`src/rtl/mem_arbiter_if.sv`:
```
// Bus bundle between the I/D cache requesters, main memory and mem_arbiter.
// slave is the arbiter's view; master is the requester/memory side.
interface mem_arbiter_if #(
    parameter int ADDR_W = 32,
    parameter int DATA_W = 32
);
    logic              i_req_rd;
    logic [ADDR_W-1:0] i_addr;
    logic              d_req_rd;
    logic              d_req_wr;
    logic [ADDR_W-1:0] d_addr;
    logic [DATA_W-1:0] d_wdata;
    logic              i_done;
    logic              d_done;
    logic              mem_read_en;
    logic              mem_write_en;
    logic [ADDR_W-1:0] mem_addr;
    logic [DATA_W-1:0] mem_wdata;
    logic              mem_ready_to_read;
    logic              mem_finished_writing;
    logic              busy;
    logic              owner;

    modport slave (
        input  i_req_rd, i_addr, d_req_rd, d_req_wr, d_addr, d_wdata,
               mem_ready_to_read, mem_finished_writing,
        output i_done, d_done, mem_read_en, mem_write_en, mem_addr, mem_wdata,
               busy, owner
    );

    modport master (
        output i_req_rd, i_addr, d_req_rd, d_req_wr, d_addr, d_wdata,
               mem_ready_to_read, mem_finished_writing,
        input  i_done, d_done, mem_read_en, mem_write_en, mem_addr, mem_wdata,
               busy, owner
    );
endinterface

```
`src/rtl/mem_arbiter.sv`:
```
// Two-requester (I-cache refill / D-cache refill+write-through) main-memory arbiter.
// Define MEM_ARB_RR_EN for round-robin tie breaking; otherwise the D side wins ties.
module mem_arbiter #(
    parameter int ADDR_W = 32,
    parameter int DATA_W = 32
) (
    input  logic         clk,
    input  logic         reset_n,
    mem_arbiter_if.slave bus
);
    typedef enum logic [2:0] {
        ST_IDLE    = 3'd0,
        ST_I_RD    = 3'd1,
        ST_D_RD    = 3'd2,
        ST_D_WR    = 3'd3,
        ST_RELEASE = 3'd4
    } state_t;

    state_t            r_state;
    logic              r_mem_read_en;
    logic              r_mem_write_en;
    logic              r_i_done;
    logic              r_d_done;
    logic              r_busy;
    logic              r_owner;
    logic [ADDR_W-1:0] r_mem_addr;
    logic [DATA_W-1:0] r_mem_wdata;
`ifdef MEM_ARB_RR_EN
    logic              r_last_owner;
`endif

    logic w_i_req;
    logic w_d_req;
    logic w_grant_d;
    logic w_complete;

    // Winner selection in IDLE; only a tie consults the policy.
    always_comb begin
        w_i_req = bus.i_req_rd;
        w_d_req = bus.d_req_rd | bus.d_req_wr;
        if (w_i_req && w_d_req) begin
`ifdef MEM_ARB_RR_EN
            w_grant_d = ~r_last_owner;
`else
            w_grant_d = 1'b1;
`endif
        end else begin
            w_grant_d = w_d_req;
        end
    end

    // Completion qualified by the active transaction type only.
    always_comb begin
        case (r_state)
            ST_I_RD, ST_D_RD: w_complete = bus.mem_ready_to_read;
            ST_D_WR:          w_complete = bus.mem_finished_writing;
            default:          w_complete = 1'b0;
        endcase
    end

    // Arbitration FSM with all outputs registered.
    always_ff @(posedge clk or negedge reset_n) begin
        if (!reset_n) begin
            r_state        <= ST_IDLE;
            r_mem_read_en  <= 1'b0;
            r_mem_write_en <= 1'b0;
            r_i_done       <= 1'b0;
            r_d_done       <= 1'b0;
            r_busy         <= 1'b0;
            r_owner        <= 1'b0;
            r_mem_addr     <= {ADDR_W{1'b0}};
            r_mem_wdata    <= {DATA_W{1'b0}};
`ifdef MEM_ARB_RR_EN
            r_last_owner   <= 1'b1;
`endif
        end else begin
            case (r_state)
                ST_IDLE: begin
                    if (w_i_req || w_d_req) begin
                        r_busy  <= 1'b1;
                        r_owner <= w_grant_d;
`ifdef MEM_ARB_RR_EN
                        r_last_owner <= w_grant_d;
`endif
                        if (w_grant_d) begin
                            r_mem_addr <= bus.d_addr;
                            // A simultaneous data read waits behind the write.
                            if (bus.d_req_wr) begin
                                r_state        <= ST_D_WR;
                                r_mem_write_en <= 1'b1;
                                r_mem_wdata    <= bus.d_wdata;
                            end else begin
                                r_state       <= ST_D_RD;
                                r_mem_read_en <= 1'b1;
                            end
                        end else begin
                            r_mem_addr    <= bus.i_addr;
                            r_state       <= ST_I_RD;
                            r_mem_read_en <= 1'b1;
                        end
                    end
                end
                ST_I_RD, ST_D_RD, ST_D_WR: begin
                    if (w_complete) begin
                        r_state        <= ST_RELEASE;
                        r_mem_read_en  <= 1'b0;
                        r_mem_write_en <= 1'b0;
                        r_i_done       <= ~r_owner;
                        r_d_done       <= r_owner;
                    end
                end
                ST_RELEASE: begin
                    r_state  <= ST_IDLE;
                    r_i_done <= 1'b0;
                    r_d_done <= 1'b0;
                    r_busy   <= 1'b0;
                end
                default: begin
                    r_state        <= ST_IDLE;
                    r_mem_read_en  <= 1'b0;
                    r_mem_write_en <= 1'b0;
                    r_i_done       <= 1'b0;
                    r_d_done       <= 1'b0;
                    r_busy         <= 1'b0;
                end
            endcase
        end
    end

    assign bus.mem_read_en  = r_mem_read_en;
    assign bus.mem_write_en = r_mem_write_en;
    assign bus.i_done       = r_i_done;
    assign bus.d_done       = r_d_done;
    assign bus.busy         = r_busy;
    assign bus.owner        = r_owner;
    assign bus.mem_addr     = r_mem_addr;
    assign bus.mem_wdata    = r_mem_wdata;
endmodule

```
`src/flat_wrapper.sv`:
```
// flat-port wrapper written by rule: the top's interface ports become plain ports
module mem_arbiter_flat 
#(
    parameter int ADDR_W = 32,
    parameter int DATA_W = 32
)
  (clk, reset_n, bus_i_req_rd, bus_i_addr, bus_d_req_rd, bus_d_req_wr, bus_d_addr, bus_d_wdata, bus_mem_ready_to_read, bus_mem_finished_writing, bus_i_done, bus_d_done, bus_mem_read_en, bus_mem_write_en, bus_mem_addr, bus_mem_wdata, bus_busy, bus_owner);
  mem_arbiter_if #(.ADDR_W(ADDR_W), .DATA_W(DATA_W)) bus_i ();
  input  logic clk;
  input  logic reset_n;
  input wire logic [$bits(bus_i.i_req_rd)-1:0] bus_i_req_rd;
  input wire logic [$bits(bus_i.i_addr)-1:0] bus_i_addr;
  input wire logic [$bits(bus_i.d_req_rd)-1:0] bus_d_req_rd;
  input wire logic [$bits(bus_i.d_req_wr)-1:0] bus_d_req_wr;
  input wire logic [$bits(bus_i.d_addr)-1:0] bus_d_addr;
  input wire logic [$bits(bus_i.d_wdata)-1:0] bus_d_wdata;
  input wire logic [$bits(bus_i.mem_ready_to_read)-1:0] bus_mem_ready_to_read;
  input wire logic [$bits(bus_i.mem_finished_writing)-1:0] bus_mem_finished_writing;
  output wire logic [$bits(bus_i.i_done)-1:0] bus_i_done;
  output wire logic [$bits(bus_i.d_done)-1:0] bus_d_done;
  output wire logic [$bits(bus_i.mem_read_en)-1:0] bus_mem_read_en;
  output wire logic [$bits(bus_i.mem_write_en)-1:0] bus_mem_write_en;
  output wire logic [$bits(bus_i.mem_addr)-1:0] bus_mem_addr;
  output wire logic [$bits(bus_i.mem_wdata)-1:0] bus_mem_wdata;
  output wire logic [$bits(bus_i.busy)-1:0] bus_busy;
  output wire logic [$bits(bus_i.owner)-1:0] bus_owner;
  assign bus_i.i_req_rd = bus_i_req_rd;
  assign bus_i.i_addr = bus_i_addr;
  assign bus_i.d_req_rd = bus_d_req_rd;
  assign bus_i.d_req_wr = bus_d_req_wr;
  assign bus_i.d_addr = bus_d_addr;
  assign bus_i.d_wdata = bus_d_wdata;
  assign bus_i.mem_ready_to_read = bus_mem_ready_to_read;
  assign bus_i.mem_finished_writing = bus_mem_finished_writing;
  assign bus_i_done = bus_i.i_done;
  assign bus_d_done = bus_i.d_done;
  assign bus_mem_read_en = bus_i.mem_read_en;
  assign bus_mem_write_en = bus_i.mem_write_en;
  assign bus_mem_addr = bus_i.mem_addr;
  assign bus_mem_wdata = bus_i.mem_wdata;
  assign bus_busy = bus_i.busy;
  assign bus_owner = bus_i.owner;
  mem_arbiter #(.ADDR_W(ADDR_W), .DATA_W(DATA_W)) u_core (.clk(clk), .reset_n(reset_n), .bus(bus_i));
endmodule
```
`config.mk`:
```
export PLATFORM = sky130hd
export DESIGN_NAME = mem_arbiter_flat
export DESIGN_NICKNAME = d
export VERILOG_FILES = /design/src/rtl/mem_arbiter_if.sv /design/src/rtl/mem_arbiter.sv /design/src/flat_wrapper.sv
export SDC_FILE = /design/constraint.sdc
export NUM_CORES = 1
export LEC_CHECK = 0
export ABC_CLOCK_PERIOD_IN_PS = 3700
export CAP_MARGIN = 25
export CELL_PAD_IN_SITES_DETAIL_PLACEMENT = 0
export CELL_PAD_IN_SITES_GLOBAL_PLACEMENT = 2
export CORE_ASPECT_RATIO = 1.1
export CORE_MARGIN = 2
export CORE_UTILIZATION = 42
export CTS_CLUSTER_SIZE = 20
export DETAILED_ROUTE_END_ITERATION = 10
export DONT_BUFFER_PORTS = 1
export PLACE_DENSITY_LB_ADDON = 0.2
export RECOVER_POWER = 50
export SLEW_MARGIN = 10
export SYNTH_ARGS = -nofsm -noshare
export SYNTH_HDL_FRONTEND = slang
export SYNTH_SLANG_ARGS = --single-unit
```
`constraint.sdc`:
```
create_clock -name clk -period 3.7 [get_ports clk]
set_input_delay 0.74 -clock clk [delete_from_list [all_inputs] [get_ports clk]]
set_output_delay 0.74 -clock clk [all_outputs]
set_load 0.1 [all_outputs]
```
# Word-level counts from Yosys, hierarchy flattened

Cells that the tools add are included.

Equal/unequal tests: 9
Muxes and demuxes: 23
Bitwise logic cells: 5
Reduce and logical (&&, ||, !) cells: 12

Operators with widths:

| kind               | number |
|---|---|
| $mux 32            | 1 |
| $mux 1             | 12 |
| $pmux 1 s2         | 4 |
| $reduce_and 2->1   | 4 |
| $reduce_and 4->1   | 2 |
| $eq 3x2->1 const B | 2 |
| $mux 3             | 2 |
| $ne 2x1->1 const B | 3 |
| $pmux 1 s3         | 2 |
| $pmux 3 s2         | 1 |
| $reduce_and 5->1   | 1 |
| $not 1->1          | 4 |
| $eq 3x1->1 const B | 1 |
| $eq 3x3->1 const B | 1 |
| $logic_not 3->1    | 1 |
| $ne 3x3->1 const B | 1 |
| $reduce_or 3->1    | 1 |
| $mux 2             | 1 |
| $ne 2x2->1 const B | 1 |
| $reduce_or 2->1    | 1 |
| $logic_and 1x1->1  | 1 |
| $logic_or 1x1->1   | 1 |
| $or 1x1->1         | 1 |

Register bits after elaboration: 73
Output and inout bits: 70
Word-level logic and storage cells: 58

# Logic depth before layout (Yosys ltp)

Gate-level depths: netlist (run 1).

Word-level depth: 6
Gate-level depth with buffers: 6
Mapped depth without buffers: 3

# Least setup slack after synthesis (run 1)

OpenSTA, ideal clock, no wires.

Path kind: input to register
Start point: input port bus_d_req_rd
End point: register u_core.r_mem_addr[11] (netlist: u_core.bus.mem_addr[11])
Library setup time: 126 ps
Arrival time: 1785 ps
Data required time: 3574 ps
Setup slack: 1789 ps
Stages on the path: 4
Path through: nor2_1 buf_2 mux2_2 mux2_4

Cells in the longest elaborated chain, start to end: 4

RTL lines:

| what                   | RTL line           | source |
|---|---|---|
| start: declaration     | flat_wrapper.sv:13 | `input wire logic [$bits(bus_i.d_req_rd)-1:0] bus_d_req_rd;` |
| $or 1x1->1 (*)         | mem_arbiter.sv:40  | `w_d_req = bus.d_req_rd \| bus.d_req_wr;` |
| $logic_and 1x1->1      | mem_arbiter.sv:41  | `if (w_i_req && w_d_req) begin` |
| $mux 1                 | mem_arbiter.sv:41  |  |
| $mux 32                | mem_arbiter.sv:85  | `if (w_grant_d) begin` |
| end signal: assignment | mem_arbiter.sv:71  | `r_mem_addr <= {ADDR_W{1'b0}};` |
| end signal: assignment | mem_arbiter.sv:86  | `r_mem_addr <= bus.d_addr;` |
| end signal: assignment | mem_arbiter.sv:97  | `r_mem_addr <= bus.i_addr;` |
| end: declaration       | mem_arbiter.sv:26  | `logic [ADDR_W-1:0] r_mem_addr;` |

Mark *: on every way between the ends. The rest lies on a longest branch, timed or not.
A chain may end at the register's enable or synchronous reset.

# Worst setup path in the final report (run 1)

Start point: register u_core.r_state[2]
End point: register u_core.r_mem_wdata[14] (netlist: u_core.bus.mem_wdata[14])

Cells in the longest elaborated chain, start to end: 2

RTL lines:

| what                       | RTL line          | source |
|---|---|---|
| start: declaration         | mem_arbiter.sv:19 | `state_t r_state;` |
| start signal: assignment   | mem_arbiter.sv:64 | `r_state <= ST_IDLE;` |
| start signal: assignment   | mem_arbiter.sv:89 | `r_state <= ST_D_WR;` |
| start signal: assignment   | mem_arbiter.sv:93 | `r_state <= ST_D_RD;` |
| $logic_not 3->1            | mem_arbiter.sv:77 | `case (r_state)` |
| $reduce_and 4->1 (no line) | --                |  |
| end signal: assignment     | mem_arbiter.sv:72 | `r_mem_wdata <= {DATA_W{1'b0}};` |
| end signal: assignment     | mem_arbiter.sv:91 | `r_mem_wdata <= bus.d_wdata;` |
| end: declaration           | mem_arbiter.sv:27 | `logic [DATA_W-1:0] r_mem_wdata;` |

No other way between the ends.

==> impl_metrics.csv, run 1 <==
group,metric,value,unit
status,outcome,"finished, violations left",
status,violations,"capacitance limit, slew limit",
routing,viasPerCell,5.337,
synthesis,ys_ff_latch,73,
clock_network,post_cts_resized,0,
placement,dp.final_hpwl,4545,um
grt,grt_first_pass_wirelength,9791,um
synthesis,async_reset_ff_share,100.0,%
synthesis,synth_seq_area_share,55.56,%
clock_network,cts_tree,"yes",
die,die_y,96.80,um
setup_path,end_kind,"flip-flop",
layout,antenna_cells,0,
sta,finalCriticalPeriod,2.601,ns
setup_path,path_class,"flip-flop to flip-flop",
clock_network,clk_latency,0.34,ns
sta,finalHoldViolCount,0,
die,num_io_pins,173,
placement,place.gp.congestion,0.7515,
die,fp.dieArea,8554,sq um
synthesis,synth_area_leaders,"dfrtp_1 56%, mux2_2 31%, buf_6 2.4%",
setup_path,crit_arrival,2.81,ns
setup_path,crit_required,3.91,ns
die,fp.dieW,88.37,um
synthesis,synth_most_common_cell,"mux2_2",
synthesis,ys.flop_type,"dfrtp_1",
clock_network,numCtsBuffers,9,
synthesis,synth-edff-count,0,
die,num_rows,33,
die,start_util,43.76,%
grt,gr-total-overflow,0,
sta,rsz0062_at_grt,"false",
setup_path,path_max_fanout,33,
synthesis,yosysWarnings,0,
routing,routed_wl,6280,um
routing,num_vias,1772,
sta,tightest_slew,1.613,ns
clock_network,cts.sinks,73,
sta,slew_headroom,-7.561,%
routing,ant_nets,0,
clock_network,ctsHoldBuffers,0,
synthesis,syn-cell-area,3288,sq um
min_path,hold_path_class,"input port to async pin",
flow_run,cap_violations,1,
routing,drc_errors,0,
synthesis,synthTopCellsByCount,"91 x mux2_2, 73 x dfrtp_1, 7 x buf_6",
layout,layout-drive-gt1-share,51.10,%
synthesis,synth.top_cell.area_share,55.56,%
sta,setup_tns,0,ns
clock_network,clkTransAtPathRegs,0.08,ns
setup_path,cp-start-kind,"flip-flop",
routing,drtIter0Drc,69,
placement,port_buffers,0,
sta,clock_skew,0.01187,ns
die,coreArea,7515,sq um
layout,areaGrowthSynthToFinish,7.496,%
grt,first_global_vias,1961,
clock_network,clockRootBuffer,"clkbuf_8",
clock_network,ctsHtreeMaxLevel,3,
clock_network,clk_path_buf_depth,2,
layout,nNetsFinal,325,
routing,dr.pass1.iters,3,
sta,finalMaxSlewViolations,34,
sta,clock.fmax,0.3844,GHz
synthesis,synth_cells,221,
synthesis,yosysTopAreaCell,"dfrtp_1",
synthesis,synth_area_per_cell,14.88,sq um
routing,wl_per_cell,18.92,um
sta,finalSetupViolCount,0,
grt,antenna_found_initial,0,
grt,grt_max_degree,74,
sta,period_share,70.31,%
grt,grt_util_all_layers,15.01,%
synthesis,ys_types,27,
clock_network,postCtsSetupBuffers,0,
synthesis,syn_nets,324,
==> cell usage in the layout, fill, tap and decap left out <==
master and n:
a21o_1 2, a21oi_1 5, a22o_1 1, a22oi_1 1, and2_0 1, buf_4 2, bufinv_16 2, clkbuf_1 2
clkbuf_8 10, clkinv_2 2, clkinv_4 1, dfrtp_1 73, inv_1 2, mux2_1 2, mux2_2 91, mux2_4 4
mux2i_1 2, nand2_1 4, nand2b_1 1, nand3b_1 1, nor2_1 4, nor2_2 1, nor2b_1 2, nor3_2 1
nor4b_1 1, o2111ai_1 1, o21a_1 1, o21ai_0 3, or2_1 1, or2_2 2, xnor2_1 1
==> path summary, 6_finish.rpt <==
path,cells after the start,from,slack (ns),endpoint
setup / recovery,3,u_core.r_state[2],1.10,u_core.bus.mem_wdata[14]
hold / removal,0,reset_n,0.09,u_core.bus.mem_wdata[10]
setup reg to reg,3,u_core.r_state[2],1.10,u_core.bus.mem_wdata[14]
hold reg to reg,1,u_core.r_state[2],0.65,u_core.r_state[1]
max in group asynchronous,0,reset_n,3.49,u_core.bus.mem_addr[6]
min in group clk,1,bus_d_wdata[4],0.54,u_core.bus.mem_wdata[4]
==> registers in the layout, indices dropped and copies added (netlist names) <==
name and cells:
u_core.bus.mem_addr 32, u_core.bus.mem_wdata 32, u_core.r_state 3, u_core.bus.busy 1
u_core.bus.d_done 1, u_core.bus.i_done 1, u_core.bus.mem_read_en 1, u_core.bus.mem_write_en 1
u_core.bus.owner 1
==> final cells by class <==
type	instances	area, sq um
Timing Repair Buffer	3	18.77
Inverter	2	7.507
Multi-Input combinational cell	133	1330
Clock inverter	5	78.83
Tap cell	105	131.4
Sequential cell	73	1827
Fill cell	669	3980
Clock buffer	11	141.4
==> stage by stage <==
step / hold slack (ns) / instance area [sq um] / utilization, % / std cells / setup WS [ns]
after global placement: 0.4464 / 3333 / 44.36 / 316 / 1.715
after CTS: 0.06451 / 3553 / 47.29 / 332 / 1.622
after detailed placement: 0.4459 / 3333 / 44.36 / 316 / 1.690
after floorplan: 0.4444 / 3288 / - / 221 / 1.789
final: 0.08865 / 3535 / 47.04 / 332 / 1.099
after global routing: 0.06461 / 3535 / 47.04 / 332 / 0.8086
==> routing by layer <==
layer	share of wire (%)	up-vias	track usage [%]
met5	0	-	0
met4	2.1	0	7.343
met3	10	14	5.717
met2	52	116	25.22
met1	36	859	16.18
li1	-	783	-
==> kinds of logic after synthesis <==
logic type                count (synthesis)  synth area share [%]
muxes                                    99                 34.28
AOI/OAI and AO/OA                        14                 2.664
and+or+nand+nor                          19                 3.615
xor gates and xnor gates                  1                0.2664
DFF                                      73                 55.56
buffers and inverters                    15                 3.615
==> worst max-delay path, stage by stage (launching register included) <==
cell	delay [ns]
dfrtp_1	0.49
nor4b_1	0.33
clkbuf_1	1.20
mux2_2	0.44
Power of run 1 is not shown: default switching activity piles up to over one toggle a cycle in this logic, so the estimate is an artifact.
==> run 2, diff against run 1 <==
- ABC_CLOCK_PERIOD_IN_PS: 3700 -> 2500
- CORE_UTILIZATION: 42 -> 39
- clock period: 3.7 -> 2.5 ns (I/O delays scaled with it)
==> impl_metrics.csv, run 2 (same netlist as run 1, synthesis figures left out) <==
group,metric,value,unit
status,outcome,"finished, violations left",
status,violations,"capacitance limit, slew limit",
grt,antenna_found_initial,0,
clock_network,clkTransAtPathRegs,0.08,ns
sta,holdWs,0.2983,ns
setup_path,cp-start-kind,"flip-flop",
sta,tightest_slew,1.753,ns
clock_network,clk_path_buf_depth,2,
setup_path,crit_required,2.00,ns
min_path,hold_path_class,"input port to flip-flop",
sta,finalCriticalPeriod,2.090,ns
layout,fillers,750,
die,start_util,39.73,%
die,coreArea,8277,sq um
setup_path,crit_arrival,1.59,ns
placement,dp.final_hpwl,4475,um
die,die_y,100.3,um
layout,final_common_cell,"mux2_2",
setup_path,path_class,"flip-flop to primary output",
clock_network,clk_latency,0.33,ns
routing,viasPerCell,5.197,
sta,clock.fmax,0.4785,GHz
routing,drtIter0Drc,31,
setup_path,worst_path_dominant_cell_family,"buffers and inverters",
layout,areaGrowthSynthToFinish,7.839,%
sta,finalMaxSlewViolations,74,
clock_network,clockRootBuffer,"clkbuf_8",
flow_run,cap_violations,1,
setup_path,crit_cells,1,
sta,clock_skew,0.007519,ns
layout,multi_input_area,1325,sq um
layout,nNetsFinal,332,
layout,antenna_cells,0,
setup_path,cp_num_buf_inv,1,
grt,gr-total-overflow,0,
routing,wl_per_cell,17.68,um
sta,finalSetupViolCount,0,
layout,mostFrequentLayoutCells,"91 x mux2_2, 73 x dfrtp_1, 9 x clkbuf_8",
setup_path,crit_chain,"clkbuf_1",
setup_path,path_max_fanout,2,
setup_path,r2r_cells,3,
placement,port_buffers,0,
sta,finalHoldViolCount,0,
setup_path,cpMaxStageDelayCell,"clkbuf_1",
clock_network,cts_tree,"yes",
sta,period_share,83.59,%
sta,setup_tns,0,ns
clock_network,cts.sinks,73,
grt,grt_first_pass_wirelength,9446,um
layout,layout-drive-gt1-share,49.57,%
die,num_io_pins,173,
grt,first_global_vias,1910,
layout,final_cell_area,3546,sq um
layout,seqCellArea,1827,sq um
setup_path,slowest_delay,0.91,ns
routing,drc_errors,0,
die,fp.dieW,91.55,um
placement,place.gp.congestion,0.7133,
placement,place_area,3386,sq um
die,num_rows,35,
sta,slew_headroom,-16.90,%
setup_path,end_kind,"primary output",
routing,routed_wl,6101,um
routing,num_vias,1793,
min_path,min_delay_path_depth,1,
grt,grt_util_all_layers,13.20,%
clock_network,ctsHtreeMaxLevel,3,
die,fp.dieArea,9183,sq um
clock_network,numCtsBuffers,9,
routing,ant_nets,0,
grt,grt_max_degree,74,
sta,rsz0062_at_grt,"false",
routing,dr.pass1.iters,4,
-- run 2: cell count changes in the layout (fill, tap and decap cells not counted), sizes merged --
cell	previous run	this run
buf	2	3
clkinvlp	0	2
bufinv	2	1
inv	2	3
clkbuf	12	17
clkinv	3	2
-- run 2: final cells by class --
type	count	area share [%]
clock buffers	10	3.599
clock inverters	6	1.905
inverters	2	0.2117
multi-input cells	133	37.37
flip-flops and latches	73	51.52
well taps	111	3.917
repair buffers	10	1.482
-- run 2: metal layers --
layer | track usage, % | wire length, um
met1 | 14.08 | 2116
met2 | 21.83 | 3103
met3 | 5.631 | 746
met4 | 7.809 | 134
met5 | 0 | 0
-- run 2: worst reg2reg max path, cell delays in order, from the launching register on --
cell and delay, ns:
dfrtp_1 0.51, nor4b_4 0.30, clkbuf_2 0.64, mux2_2 0.42
-- run 2: through the flow --
stage / setup slack (ns) / std cells / util (%)
after global routing: 0.3428 / 345 / 42.84
after detailed placement: 0.7055 / 328 / 40.91
after CTS: 0.6832 / 345 / 43.60
after floorplan: 0.8288 / 221 / -
after global placement: 0.7595 / 328 / 40.91
final: 0.4102 / 345 / 42.84
-- run 2: final timing paths --
check,start,end,slack [ns]
max in group asynchronous,reset_n,u_core.bus.d_done,0.83
max reg2reg,u_core.r_state[2],u_core.bus.mem_wdata[6],0.52
min reg2reg,u_core.bus.busy,u_core.bus.busy,0.49
max,u_core.bus.busy,bus_busy,0.41
min in group asynchronous,reset_n,u_core.bus.mem_addr[21],0.60
min,bus_d_wdata[3],u_core.bus.mem_wdata[3],0.30
-- run 2: timing repair --
action / 4_1_cts / 5_1_grt
gates resized for setup: 0 / 0
setup buffers: 0 / 0
hold buffers: 1 / 0
hold endpoints to repair: 73 / 0
Power of run 2 is left out for the same reason.
